## config.mk

```make
export PLATFORM = sky130hd
export DESIGN_NAME = nn_dense_layer
export DESIGN_NICKNAME = d
export VERILOG_FILES = /design/src/rtl/nn_pkg.sv /design/src/rtl/nn_dense_layer_mac.sv /design/src/rtl/nn_dense_layer.sv
export SDC_FILE = /design/constraint.sdc
export NUM_CORES = 2
export LEC_CHECK = 0
export CAP_MARGIN = 20
export CORE_ASPECT_RATIO = 0.7
export CORE_MARGIN = 3
export CORE_UTILIZATION = 43
export CTS_CLUSTER_SIZE = 12
export DETAILED_ROUTE_END_ITERATION = 10
export GPL_ROUTABILITY_DRIVEN = 0
export GPL_TIMING_DRIVEN = 0
export PLACE_DENSITY = 0.65
export SLEW_MARGIN = 15
export SYNTH_ARGS = -nofsm -noshare
export SYNTH_HDL_FRONTEND = slang
export SYNTH_SLANG_ARGS = --single-unit
export TNS_END_PERCENT = 20
```

## constraint.sdc

```tcl
create_clock -name clk -period 12.9 [get_ports clk]
set_input_delay 1.29 -clock clk [delete_from_list [all_inputs] [get_ports clk]]
set_output_delay 1.29 -clock clk [all_outputs]
set_load 0.1 [all_outputs]
```

## src/rtl/nn_pkg.sv

```systemverilog
// Shared types and helpers for the dense-layer engine.
// Latency: n/a (types and pure functions only).
// Backpressure: n/a.
package nn_pkg;

   typedef enum logic [2:0] {IDLE, BIAS, MAC, STORE, OUT} nn_state_e;

   // Working width for the post-accumulate shift/ReLU/saturate step; holds any legal ACC_W.
   localparam int SAT_W = 64;

   // Flat register-file address of w[j][i]; i == n_in selects bias[j].
   function automatic int w_index(input int j, input int i, input int n_in);
      return j * (n_in + 1) + i;
   endfunction

   // Drop the fraction (floor), optionally clamp negatives to zero, then saturate to data_w bits.
   function automatic logic signed [SAT_W-1:0] sat_relu(input logic signed [SAT_W-1:0] acc,
                                                        input int frac_w,
                                                        input int data_w,
                                                        input logic relu);
      logic signed [SAT_W-1:0] r;
      logic signed [SAT_W-1:0] hi;
      logic signed [SAT_W-1:0] lo;
      r  = acc >>> frac_w;
      hi = (SAT_W'(1) <<< (data_w - 1)) - SAT_W'(1);
      lo = ~hi;
      if (relu && (r < 0)) r = '0;
      if (r > hi)      r = hi;
      else if (r < lo) r = lo;
      return r;
   endfunction

endpackage

```

## src/rtl/nn_dense_layer_mac.sv

```systemverilog
// Signed multiply-accumulate unit: bias preload then one product per cycle.
// Latency: result visible in acc one cycle after clear_load/accumulate.
// Backpressure: none; the controlling FSM paces it.
module nn_mac #(
   parameter int DATA_W = 16,
   parameter int FRAC_W = 8,
   parameter int ACC_W  = 40
) (
   input  logic              clk,
   input  logic              rst_n,
   input  logic              clear_load,
   input  logic              accumulate,
   input  logic [DATA_W-1:0] bias,
   input  logic [DATA_W-1:0] w,
   input  logic [DATA_W-1:0] x,
   output logic [ACC_W-1:0]  acc
);

   logic signed [2*DATA_W-1:0] prod;
   logic [ACC_W-1:0]           prod_ext;
   logic [ACC_W-1:0]           bias_ext;

   assign prod     = $signed(w) * $signed(x);
   assign prod_ext = {{(ACC_W-2*DATA_W){prod[2*DATA_W-1]}}, prod};
   // Bias is a Q(FRAC_W) value; align it with the Q(2*FRAC_W) products.
   assign bias_ext = {{(ACC_W-DATA_W){bias[DATA_W-1]}}, bias} << FRAC_W;

   // Accumulator: preload with the scaled bias, then add one full-width product per MAC cycle.
   always_ff @(posedge clk) begin
      if (!rst_n)          acc <= '0;
      else if (clear_load) acc <= bias_ext;
      else if (accumulate) acc <= acc + prod_ext;
   end

endmodule

```

## src/rtl/nn_dense_layer.sv

```systemverilog
// Fully-connected layer: y[j] = bias[j] + sum_i w[j][i]*x[i], serial single-MAC evaluation.
// Latency: N_OUT*(N_IN+2) cycles from input accept to out_valid.
// Backpressure: holds out_valid/out_data until out_ready; in_ready low until the result drains.
module nn_dense_layer
   import nn_pkg::*;
#(
   parameter int DATA_W = 16,
   parameter int FRAC_W = 8,
   parameter int N_IN   = 4,
   parameter int N_OUT  = 4,
   parameter int ACC_W  = 40,
   localparam int N_WORDS = N_OUT * (N_IN + 1),
   localparam int AW      = (N_WORDS > 1) ? $clog2(N_WORDS) : 1
) (
   input  logic                    clk,
   input  logic                    rst_n,
   input  logic                    w_we,
   input  logic [AW-1:0]           w_addr,
   input  logic [DATA_W-1:0]       w_data,
   input  logic                    in_valid,
   output logic                    in_ready,
   input  logic [N_IN*DATA_W-1:0]  in_data,
   input  logic                    relu_en,
   output logic                    out_valid,
   input  logic                    out_ready,
   output logic [N_OUT*DATA_W-1:0] out_data,
   output logic                    busy
);

   localparam int IW = (N_IN  > 1) ? $clog2(N_IN)  : 1;
   localparam int JW = (N_OUT > 1) ? $clog2(N_OUT) : 1;

   nn_state_e               state;
   logic [IW-1:0]           i;
   logic [JW-1:0]           j;
   logic [N_IN*DATA_W-1:0]  x_reg;
   logic                    mode_reg;
   logic [DATA_W-1:0]       wmem [N_WORDS];
   logic [AW-1:0]           rd_addr;
   logic [DATA_W-1:0]       rd_word;
   logic [ACC_W-1:0]        acc;
   logic signed [SAT_W-1:0] acc_ext;
   logic [DATA_W-1:0]       y_word;

   // BIAS reads the bias slot of neuron j; MAC reads w[j][i].
   assign rd_addr = AW'(w_index(int'(j), (state == BIAS) ? N_IN : int'(i), N_IN));
   assign rd_word = wmem[rd_addr];
   assign acc_ext = {{(SAT_W-ACC_W){acc[ACC_W-1]}}, acc};
   assign y_word  = DATA_W'(sat_relu(acc_ext, FRAC_W, DATA_W, mode_reg));

   nn_mac #(
      .DATA_W (DATA_W),
      .FRAC_W (FRAC_W),
      .ACC_W  (ACC_W)
   ) u_mac (
      .clk        (clk),
      .rst_n      (rst_n),
      .clear_load (state == BIAS),
      .accumulate (state == MAC),
      .bias       (rd_word),
      .w          (rd_word),
      .x          (x_reg[i*DATA_W +: DATA_W]),
      .acc        (acc)
   );

   // Weight/bias file: writable only while no computation is reading it; out-of-range writes dropped.
   always_ff @(posedge clk) begin
      if (!rst_n) begin
         for (int k = 0; k < N_WORDS; k++) wmem[k] <= '0;
      end else if (w_we && (state == IDLE || state == OUT) && (int'(w_addr) < N_WORDS)) begin
         wmem[w_addr] <= w_data;
      end
   end

   // Control FSM with registered handshake outputs and the result register.
   always_ff @(posedge clk) begin
      if (!rst_n) begin
         state     <= IDLE;
         i         <= '0;
         j         <= '0;
         x_reg     <= '0;
         mode_reg  <= 1'b0;
         in_ready  <= 1'b1;
         busy      <= 1'b0;
         out_valid <= 1'b0;
         out_data  <= '0;
      end else begin
         case (state)
            IDLE: begin
               if (in_valid) begin
                  x_reg    <= in_data;
                  mode_reg <= relu_en;
                  j        <= '0;
                  in_ready <= 1'b0;
                  busy     <= 1'b1;
                  state    <= BIAS;
               end
            end
            BIAS: begin
               i     <= '0;
               state <= MAC;
            end
            MAC: begin
               if (i == IW'(N_IN - 1)) state <= STORE;
               else                    i     <= i + 1'b1;
            end
            STORE: begin
               out_data[j*DATA_W +: DATA_W] <= y_word;
               if (j == JW'(N_OUT - 1)) begin
                  out_valid <= 1'b1;
                  state     <= OUT;
               end else begin
                  j     <= j + 1'b1;
                  state <= BIAS;
               end
            end
            OUT: begin
               if (out_ready) begin
                  out_valid <= 1'b0;
                  in_ready  <= 1'b1;
                  busy      <= 1'b0;
                  state     <= IDLE;
               end
            end
            default: state <= IDLE;
         endcase
      end
   end

endmodule
```

==> out/results.txt <==
The register with the most flip-flops in the layout has 512 of them. The pre-antenna-repair detailed-routing pass consisted of 5 iterations. The compound-cell area share of the yosys netlist came out at 0.0660. For the tightest slew margin relative to the limit, the log shows 0.270.

The synthesized design contains 512 enable-type register cells. For this run, the top clock speed supported by timing is 80.7 MHz. The fraction of post-synthesis cell area in the top cell type by area was 0.372; the number of non-filler instances in the completed layout was 5219. The multiplexer fraction of the synthesized cell area is 0.104, and the H-tree level count is 3.

The post-route core utilization is 0.509, and the number of flip-flops and latches in the synthesized netlist is 691. In this run the critical register-to-register path is captured at u_mac.acc[39]$_SDFFE_PN0P_. The number of hold buffers added after CTS was 0; the total number of placement rows was 94.

The tools report the number of antenna violations at the first check in global routing as 7. The simple-gate share of the synthesized area is 0.139. The biggest cell delay along the critical path works out to 0.60 ns. The average wire per cell in the routed design was 23.3 um. The critical path in this run is classified as flip-flop to flip-flop.

The first global-routing pass estimated 182 mm of wire. Setup violations remaining at the end of the flow were counted as 0. The die boundary width was 376 um. Leaving out fill and tap cells, the most frequent cell in the layout is edfxtp_1. In the routed design, unresolved DRC markers number 0. Following the worst setup path forward leads to its endpoint at u_mac.acc[39]$_SDFFE_PN0P_. STA classifies the critical path startpoint as a flip-flop.

Among all stages on the critical path, the largest delay is contributed by fa_1. The fraction of layout cells with a size suffix above 1 works out to 0.113. Clock-pin slew was measured on the worst setup and hold paths at 0.06 ns. The clock passes through at most 3 buffers. Ranked by total cell area, the synthesized netlist is headed by edfxtp_1 37%, fa_1 13%, mux4_2 9.1%. Clock period minus final worst setup slack: 12.40 ns. Internal reg-to-reg setup slack: 0.50 ns.

The pin slew with the least headroom to its limit was 1.09 ns; the arithmetic-cell share of the synthesized area counting full adders, half adders and majority gates was 0.169. The worst clock skew was 0.0403 ns; the post-synth design cell area was 0.0413 mm2. The most used flip-flop cell after synthesis was edfxtp_1.

The total placed cells including tap cells came out at 5074. The overall power consumption came out at 0.00875 W. For this run the aggregate overflow at the end of global routing stands at 0.

The clock drives 691 sinks. For the via count of the first global-routing pass, the log shows 27900. Along the worst hold path, the cell count comes to 2. The tightest min-delay check is of the flip-flop to flip-flop type.

In this run the worst setup path begins at state[0]$_SDFFE_PN0P_. Clock latency on the worst-skew pair, taken at its later pin, is 0.64 ns. In this run, distinct cell masters in the synthesized netlist total 79. The tools report the pin count of the biggest net entering global routing as 18. The count of buffers added on input and output ports is 155. Period utilization: 0.961.

The via density per instance works out to 5.48. The layout overhead on the synthesized area is 16.6%. STA classifies the critical path endpoint as a flip-flop. The post-synthesis async set-or-reset flop share was 0; the total of max-cap violations was 0. Synthesis handed over a netlist of 3468 instances. The run finished with clean final reports. The die is 265 um tall. The aggregate global-route resource usage is 0.245. TritonCTS built the clock tree. The sequential cell area fraction in the yosys report is 0.459. The logic depth of the worst register-to-register path was 43. The run gives 0 as the final number of max-transition violations. The total detailed-routing wirelength was 121 mm.

The XOR/XNOR share of the synthesized area is 0.0123. The critical path's top delay family was adder cells. The signal arrival time at the worst endpoint was 12.96 ns. In the layout the commonest cells are 512 x edfxtp_1, 332 x inv_1, 320 x nor2_1. Combinational family with the most area after synthesis: adder cells. The post-layout net count came out at 4412. The run gives 0 as the number of endpoints with negative hold slack in the final report. Data on the critical path is required at its endpoint by 13.47 ns. After synthesis, the mean cell area works out to 11.9 um2. Counting buffers and inverters, the worst setup path is 43 cells deep. Of all cell types, the one taking the most synthesized area is edfxtp_1.

The peak fanout along the critical path is 10, and the number of top-level design ports is 158. The warning count from the yosys run was 0; the remaining antenna violation count after routing was 0. The run gives 0.0946 mm2 as the placeable core region.

In this run, CTS created clock tree buffers numbering 75. The floorplan step defined a die boundary enclosing 0.0999 mm2. CTS placed an instance of clkbuf_16 at the clock tree root. The total power per unit cell area was 182 mW/mm2.

The count of buffer and inverter cells on the critical path works out to 8. The first routing iteration left 3597 violations. The run gives 91.7 mm as the final HPWL from detailed placement. The count of vias placed by the detailed router came out at 28600. The library cell appearing most often on the critical path was fa_1. Worst flop-to-flop path startpoint: state[0]$_SDFFE_PN0P_.

For this design the static power due to leakage is 19.6 nW. The initial standard-cell utilization of the core is 0.437, and the maximum vdd drop is 166 uV.
## worst register-to-register path, delay by kind of cell (launching register included)
| kind | cells | cell delay (ns) |
|---|---|---|
| buf+inv | 8 | 1.58 |
| compound gates | 16 | 3.26 |
| mux | 3 | 1.36 |
| simple gates | 6 | 1.10 |
| fa+ha+maj | 10 | 4.55 |
| flops | 1 | 0.49 |
## cells in the mapped netlist, drive strengths merged (8+ instances only)
cell and count:
xor2 15, or2 22, a211oi 12, fa 264, mux4 167, a31oi 8, ha 136, buf 47
and3 58, nand2b 112, nand2 209, a21o 47, nor3 29, clkbuf 154, nor4 9, dfxtp 179
o21a 21, o21ai 57, edfxtp 512, mux2i 32, and2 285, nor2 320, a221oi 18, xnor2 42
inv 333, a21oi 226, nand3 19, mux2 10, nor2b 35
## worst min-delay path by stage
stage | from | end
after floorplan | x_reg[16]$_SDFFE_PN0P_ | x_reg[16]$_SDFFE_PN0P_
after global placement | x_reg[27]$_SDFFE_PN0P_ | x_reg[27]$_SDFFE_PN0P_
after detailed placement | x_reg[18]$_SDFFE_PN0P_ | x_reg[18]$_SDFFE_PN0P_
after CTS | x_reg[18]$_SDFFE_PN0P_ | x_reg[18]$_SDFFE_PN0P_
after global routing | x_reg[45]$_SDFFE_PN0P_ | x_reg[45]$_SDFFE_PN0P_
final | x_reg[6]$_SDFFE_PN0P_ | x_reg[6]$_SDFFE_PN0P_
## layer usage
| layer | vias up | global-route usage | part of all wire |
|---|---|---|---|
| met2 | 1424 | 0.316 | 0.38 |
| met4 | 2 | 0.0588 | 0.023 |
| met3 | 167 | 0.0836 | 0.13 |
| li1 | 12700 | - | - |
| met5 | - | 0 | 0.00011 |
| met1 | 14300 | 0.390 | 0.46 |
## logic make-up (layout without fill, tap and decap cells)
kind of cell | Yosys count | count (layout)
flip-flops | 691 | 691
multiplexers | 209 | 209
other | 1 | 193
adder cells (fa/ha/maj) | 400 | 400
XOR/XNOR | 57 | 57
buffers and inverters | 535 | 846
AO/OA/AOI/OAI | 447 | 447
AND/OR/NAND/NOR | 1128 | 1128
## area by class of cell
type	instances	area, um2
multi-input cells	2433	21200
clock buffers	100	2090
flip-flops and latches	691	19000
plain buffers	195	885
inverters	334	1250
well taps	1248	1560
diodes	1	2.50
fillers	8352	46400
repair buffers	191	1950
clock inverters	26	268
## through the flow
stage | hold WS, ns | area, um2 | worst slack (ns) | TNS, ns
after floorplan | 0.433 | 42000 | 1.85 | 0
after global placement | 0.440 | 45100 | -1.49 | -23.27
after detailed placement | 0.447 | 45400 | -1.45 | -22.74
after CTS | 0.454 | 47900 | 0.103 | 0
after global routing | 0.474 | 48200 | -0.0124 | -0.0135
final | 0.452 | 48200 | 0.503 | 0
## power by group
| part | internal [W] | switching, W |
|---|---|---|
| registers | 0.00253 | 0.0000853 |
| clock network | 0.00122 | 0.000905 |
| logic | 0.00145 | 0.00256 |
## timing repair
action,4_1_cts,5_1_grt
setup buffers,9,14
pin swaps,0,0
setup endpoints to repair,23,20
resized for setup,27,35
Note: power is estimated with default switching activity, not from simulation.
